[src/rtl/pipe_pkg.sv]
`default_nettype none
// ============================================================================
// Module      : pipe_pkg
// Description : Shared constants for the 5-stage MIPS pipeline fetch slice.
//               These are the next-PC source encodings driven by decode, the
//               NOP encoding used to fill squashed IF/ID slots, the default
//               reset PC, and a word-alignment helper.
// Revision    : 1.0 - initial release
// ============================================================================
package pipe_pkg;

    // Next-PC source select, as encoded by the decode stage
    localparam logic [1:0] PCSRC_SEQ = 2'b00;  // pc + 4
    localparam logic [1:0] PCSRC_BR  = 2'b01;  // branch target (bpc)
    localparam logic [1:0] PCSRC_JR  = 2'b10;  // register target (da)
    localparam logic [1:0] PCSRC_J   = 2'b11;  // jump target (jpc)

    // sll $0,$0,0
    localparam logic [31:0] NOP_INST = 32'h0000_0000;

    // Default fetch address after reset
    localparam logic [31:0] RESET_PC = 32'h0000_0000;

    // Instruction fetches are always word aligned, so the low two bits of
    // any computed target are discarded.
    function automatic logic [31:0] word_align(input logic [31:0] addr);
        return {addr[31:2], 2'b00};
    endfunction

endpackage : pipe_pkg
`default_nettype wire

[src/rtl/pipe_npc_sel.sv]
`default_nettype none
// ============================================================================
// Module      : pipe_npc_sel
// Description : Combinational 4:1 next-PC select with word-alignment masking.
// Ports       : pcsource  in  2   select: 00 pc4, 01 bpc, 10 da, 11 jpc
//               pc4       in  32  sequential successor of the current pc
//               bpc       in  32  branch target
//               da        in  32  register (jr) target
//               jpc       in  32  jump target
//               npc       out 32  selected next PC, bits [1:0] forced to 0
// Revision    : 1.0 - initial release
// ============================================================================
module pipe_npc_sel
    import pipe_pkg::*;
(
    input  logic [1:0]  pcsource,
    input  logic [31:0] pc4,
    input  logic [31:0] bpc,
    input  logic [31:0] da,
    input  logic [31:0] jpc,
    output logic [31:0] npc
);

    logic [31:0] w_raw;

    always_comb begin
        w_raw = pc4;
        unique case (pcsource)
            PCSRC_SEQ: w_raw = pc4;
            PCSRC_BR:  w_raw = bpc;
            PCSRC_JR:  w_raw = da;
            PCSRC_J:   w_raw = jpc;
            default:   w_raw = pc4;
        endcase
    end

    // A jr through a misaligned register value must still fetch a word.
    assign npc = word_align(w_raw);

endmodule : pipe_npc_sel
`default_nettype wire

[src/rtl/pipe_fetch.sv]
`default_nettype none
// ============================================================================
// Module      : pipe_fetch
// Description : IF stage plus IF/ID pipeline register of the 5-stage MIPS
//               pipeline. Holds the PC, selects the next PC from decode's
//               redirect inputs, drives the instruction memory address and
//               captures inst/dpc4 for decode. Honours the load-use stall
//               (wpcir=0 holds everything) and squashes the fall-through
//               instruction on any taken redirect (no delay slot).
// Config      : FETCH_PERF_CNT_EN - when defined, adds saturating counters
//               perf_fetch, perf_stall and perf_squash as outputs.
// Ports       : clock       in  1   pipeline clock, rising edge
//               resetn      in  1   asynchronous active-low reset
//               pcsource    in  2   00 pc+4, 01 bpc, 10 da, 11 jpc
//               bpc/jpc/da  in  32  redirect targets from decode
//               wpcir       in  1   1 = advance, 0 = stall
//               imem_rdata  in  32  instruction at imem_addr (comb read)
//               imem_addr   out 32  = pc
//               pc, pc4     out 32  fetch PC and its successor
//               inst, dpc4  out 32  IF/ID contents for decode
//               dvalid      out 1   IF/ID holds a real instruction
// Revision    : 1.0 - initial release
// ============================================================================
module pipe_fetch
    import pipe_pkg::*;
#(
    parameter logic [31:0] RESET_PC = pipe_pkg::RESET_PC,
    parameter logic [31:0] NOP_INST = pipe_pkg::NOP_INST
) (
    input  logic        clock,
    input  logic        resetn,
    input  logic [1:0]  pcsource,
    input  logic [31:0] bpc,
    input  logic [31:0] jpc,
    input  logic [31:0] da,
    input  logic        wpcir,
    input  logic [31:0] imem_rdata,
    output logic [31:0] imem_addr,
    output logic [31:0] pc,
    output logic [31:0] pc4,
    output logic [31:0] inst,
    output logic [31:0] dpc4,
    output logic        dvalid
`ifdef FETCH_PERF_CNT_EN
    ,
    output logic [31:0] perf_fetch,
    output logic [31:0] perf_stall,
    output logic [31:0] perf_squash
`endif
);

    logic [31:0] r_pc;
    logic [31:0] r_inst;
    logic [31:0] r_dpc4;
    logic        r_dvalid;

    logic [31:0] w_pc4;
    logic [31:0] w_npc;
    logic        w_redirect;
    logic        w_fetch;
    logic        w_squash;

    assign w_pc4      = r_pc + 32'd4;
    assign w_redirect = (pcsource != PCSRC_SEQ);
    // Decode's request is only honoured on a cycle it is not stalling.
    assign w_fetch    = wpcir && !w_redirect;
    assign w_squash   = wpcir &&  w_redirect;

    pipe_npc_sel u_npc_sel (
        .pcsource (pcsource),
        .pc4      (w_pc4),
        .bpc      (bpc),
        .da       (da),
        .jpc      (jpc),
        .npc      (w_npc)
    );

    // PC register and IF/ID register share one enable: a stall freezes both,
    // so a redirect that arrives during a stall is simply seen again next
    // cycle because decode still holds the same instruction.
    always_ff @(posedge clock or negedge resetn) begin
        if (!resetn) begin
            r_pc     <= RESET_PC;
            r_inst   <= NOP_INST;
            r_dpc4   <= 32'h0000_0000;
            r_dvalid <= 1'b0;
        end else if (wpcir) begin
            r_pc   <= w_npc;
            r_dpc4 <= w_pc4;
            if (w_redirect) begin
                // The word fetched this cycle is the wrong path.
                r_inst   <= NOP_INST;
                r_dvalid <= 1'b0;
            end else begin
                r_inst   <= imem_rdata;
                r_dvalid <= 1'b1;
            end
        end
    end

    assign imem_addr = r_pc;
    assign pc        = r_pc;
    assign pc4       = w_pc4;
    assign inst      = r_inst;
    assign dpc4      = r_dpc4;
    assign dvalid    = r_dvalid;

`ifdef FETCH_PERF_CNT_EN
    logic [31:0] r_perf_fetch;
    logic [31:0] r_perf_stall;
    logic [31:0] r_perf_squash;

    always_ff @(posedge clock or negedge resetn) begin
        if (!resetn) begin
            r_perf_fetch  <= 32'h0000_0000;
            r_perf_stall  <= 32'h0000_0000;
            r_perf_squash <= 32'h0000_0000;
        end else begin
            if (w_fetch && (r_perf_fetch != 32'hFFFF_FFFF)) begin
                r_perf_fetch <= r_perf_fetch + 32'd1;
            end
            if (!wpcir && (r_perf_stall != 32'hFFFF_FFFF)) begin
                r_perf_stall <= r_perf_stall + 32'd1;
            end
            if (w_squash && (r_perf_squash != 32'hFFFF_FFFF)) begin
                r_perf_squash <= r_perf_squash + 32'd1;
            end
        end
    end

    assign perf_fetch  = r_perf_fetch;
    assign perf_stall  = r_perf_stall;
    assign perf_squash = r_perf_squash;
`else
    // Without the counters these qualifiers have no consumer.
    logic w_unused_perf;
    assign w_unused_perf = w_fetch ^ w_squash;
`endif

endmodule : pipe_fetch
`default_nettype wire

[config.mk]
export PLATFORM = sky130hd
export DESIGN_NAME = pipe_fetch
export DESIGN_NICKNAME = d
export VERILOG_FILES = /design/src/rtl/pipe_pkg.sv /design/src/rtl/pipe_npc_sel.sv /design/src/rtl/pipe_fetch.sv
export SDC_FILE = /design/constraint.sdc
export NUM_CORES = 1
export LEC_CHECK = 0
export CORE_ASPECT_RATIO = 1.4
export CORE_MARGIN = 2
export CORE_UTILIZATION = 38
export CTS_BUF_LIST = sky130_fd_sc_hd__clkbuf_16
export DETAILED_ROUTE_END_ITERATION = 12
export DONT_BUFFER_PORTS = 1
export GPL_TIMING_DRIVEN = 0
export HOLD_SLACK_MARGIN = 0.12
export PLACE_DENSITY_LB_ADDON = 0.15
export SLEW_MARGIN = 20
export SYNTH_ARGS = -nofsm -noshare
export SYNTH_HDL_FRONTEND = slang
export SYNTH_HIERARCHICAL = 1
export SYNTH_SLANG_ARGS = --single-unit
[constraint.sdc]
create_clock -name clock -period 2.8 [get_ports clock]
set_input_delay 0.28 -clock clock [delete_from_list [all_inputs] [get_ports clock]]
set_output_delay 0.28 -clock clock [all_outputs]
set_load 0.1 [all_outputs]
==> flow_metrics.py <==
metrics = {
    "status": {
        "status": "finished, violations left",
        "violations": "setup timing",
    },
    "die": {
        "fp.dieH_um": 142,
        "fp-row-count": 50,
        "coreArea_um2": 13300,
        "fp.dieArea_um2": 14600,
        "start_util": 0.389,
        "pin_count": 294,
        "die_x_um": 103,
    },
    "critical_path": {
        "crit_chain": "and4_1, buf_6, nand3_4, buf_12, o31ai_4, nand2_8, mux4_2, mux2_4",
        "cp_max_fo": 5,
        "worstSetupEndpointType": "register",
        "slowest_delay_ns": 0.67,
        "slowest_stage": "dfrtp_4",
        "startpoint_type": "register",
        "cp.required_ns": 3.02,
        "arrival_ns": 3.04,
        "worstSetupPathType": "register to register",
    },
    "logic_synthesis": {
        "synth.ff_latch_count": 97,
        "syn_area_per_cell_um2": 12.4,
        "yosysWarnings": 6,
        "synth_cells": 418,
        "ys_seq_area_frac": 0.469,
        "muxShareOfSynthArea": 0.222,
        "synthSimpleGateAreaFrac": 0.101,
        "yosysUniqueCellTypes": 32,
        "synth_top_family_by_area": "multiplexers",
        "synth_compound_area_frac": 0.0974,
        "synth_adder_area_share": 0.00242,
        "syn_area_um2": 5180,
        "synth_xor_area_frac": 0.0220,
    },
    "timing": {
        "final-max-slew-violation-count": 0,
        "period_share": 1.01,
        "setup_viol": 5,
        "rsz0062_at_grt": "true",
        "fmax_ghz": 0.354,
        "fin_crit_ns": 2.83,
        "setup_ws_ns": -0.0256,
        "hold_viol": 0,
        "tightest_slew_ns": 1.04,
        "slew_headroom": 0.307,
        "hold_slack_ns": 0.299,
        "finalClockSkew_ns": 0.0109,
    },
    "clock_tree": {
        "cts-root-buf": "clkbuf_16",
        "cts_tree": "done",
        "tritoncts.num_buffers": 9,
        "clkSinkCount": 97,
        "clkTransAtPathRegs_ns": 0.07,
        "htreeDepth": 3,
        "cts_buffer_depth": 2,
        "clock_latency_ns": 0.34,
    },
    "placed_design": {
        "io_buffers": 0,
        "place_hpwl_mm": 11.4,
        "dp.cells": 601,
        "place_area_um2": 5850,
        "gp_congestion": 0.791,
    },
    "global_route": {
        "antenna_found_initial": 0,
        "grt_pass1_vias": 4218,
        "grt-ovfl-total": 0,
        "gr-usage-all-layers": 0.223,
        "grt_max_degree": 98,
        "grt_pass1_wl_mm": 24.0,
    },
    "finish": {
        "final_common_cell": "dfrtp_1",
        "final_core_util": 0.543,
        "stdcell_count": 670,
        "area_growth_pct": 39.7,
        "final_cell_area_um2": 7230,
        "diodes": 0,
        "nNetsFinal": 617,
        "nFillCells": 1135,
        "final_cell_mix": "68 x dfrtp_1, 47 x buf_4, 40 x mux2_2, 33 x dlygate4sd3_1, 32 x a22o_1",
        "drive_gt1_frac": 0.525,
    },
    "drt": {
        "routed_wirelength_mm": 16.4,
        "detail_route.wl_per_cell_um": 24.5,
        "drtIter0Drc": 102,
        "postRouteAntennaNets": 0,
        "remaining_drc_errors": 0,
        "route.vias.total": 3879,
        "via_per_inst": 5.79,
        "firstDrtPassIters": 4,
    },
    "pwr": {
        "ir_drop_mv": 0.468,
        "power_leakage_nw": 2.84,
        "power_per_cell_area_nw_per_um2": 994,
    },
    "run": {
        "cap_violations": 0,
    },
    "min_path": {
        "hold_class": "input port to register",
    },
}
-- cell usage after synthesis --
cell type,number,area [µm²]
nand2_2,1,6.26
a21o_1,1,7.51
buf_4,38,285
nand3_4,1,17.5
a22o_1,32,280
buf_2,5,25.0
nor3_1,1,5.00
o21ai_0,4,20.0
conb_1,1,3.75
nor2_1,26,97.6
and4_1,8,70.1
and2_1,2,12.5
mux4_2,30,676
nand3_1,12,60.1
xnor2_1,8,70.1
xor2_1,5,43.8
a31oi_1,15,93.8
nand2_1,23,86.3
nand4b_1,1,8.76
and3_1,2,12.5
inv_1,5,18.8
o31ai_1,11,82.6
mux2_2,42,473
or4_1,11,82.6
buf_1,1,3.75
clkbuf_1,15,56.3
o21ai_1,4,20.0
buf_6,5,56.3
dfrtp_1,97,2430
ha_1,1,12.5
or3_1,3,18.8
nand4_1,7,43.8
-- final timing paths --
check	start	to	slack, ns	cells past startpoint
max reg2reg	imem_addr[14]	imem_addr[29]	-0.03	8
min	pcsource[0]	inst[1]	0.30	2
min in group asynchronous	resetn	imem_addr[26]	0.54	2
min reg2reg	imem_addr[15]	imem_addr[15]	0.88	2
max in group asynchronous	resetn	imem_addr[13]	1.84	2
max	imem_addr[14]	imem_addr[29]	-0.03	8
-- final cells by class --
cell class / count / area [µm²] / area share
multi-input cells: 253 / 3110 / 0.430
flip-flops and latches: 97 / 2530 / 0.350
repair buffers: 53 / 569 / 0.0787
plain buffers: 64 / 467 / 0.0645
well taps: 182 / 228 / 0.0315
clock buffers: 9 / 225 / 0.0311
clock inverters: 7 / 86.3 / 0.0119
inverters: 5 / 18.8 / 0.00260
-- where the power goes --
part / total (mW) / switching [mW] / internal (mW)
sequential: 3.50 / 1.88 / 1.62
clock: 1.29 / 0.575 / 0.712
combinational: 2.40 / 1.75 / 0.657
-- cells by family (layout without fill, tap and decap cells) --
family                     Yosys count  in the layout
DFF                                 97             97
adders and majority gates            1              1
buffers and inverters               69            138
muxes                               72             72
other                                1              2
AOI/OAI and AO/OA                   67             67
and+or+nand+nor                     98             98
xor gates and xnor gates            13             13
-- state kept, by name, summed over array words and instances (netlist names) --
name and count:
inst 32, imem_addr 32, dpc4 32, dvalid 1
-- metal layers --
| metal | GRT usage | part of all wire |
|---|---|---|
| met4 | 0.0646 | 0.014 |
| met3 | 0.0707 | 0.084 |
| met2 | 0.414 | 0.56 |
| met1 | 0.236 | 0.34 |
| met5 | 0 | 0 |
-- per-stage QoR --
step                total power [mW]  setup slack, ns  TNS, ns
finish                          7.19          -0.0256  -0.0476
floorplan                       5.38           -0.137   -0.662
detailed placement              5.67           -0.481    -6.67
CTS                             7.18          -0.0428   -0.221
global placement                5.61           -0.477    -7.20
global route                    7.40          -0.0975    -1.32
-- repair_timing --
action / 4_1_cts / 5_1_grt
endpoints found under the setup margin: 47 / 39
pin swaps: 33 / 18
resized for setup: 85 / 23
cloned: 2 / 0
endpoints found under the hold margin: 129 / 0
buffers inserted: 16 / 1
hold buffers: 34 / 0
-- worst max-delay path, delay by kind of cell, from the launching register on --
family                 cells  cell delay (ns)
multiplexers               2             0.78
AO/OA/AOI/OAI              1             0.35
buffers and inverters      2             0.31
flip-flops                 1             0.67
AND/OR/NAND/NOR            3             0.58
Power figures use the tool's default switching activity.
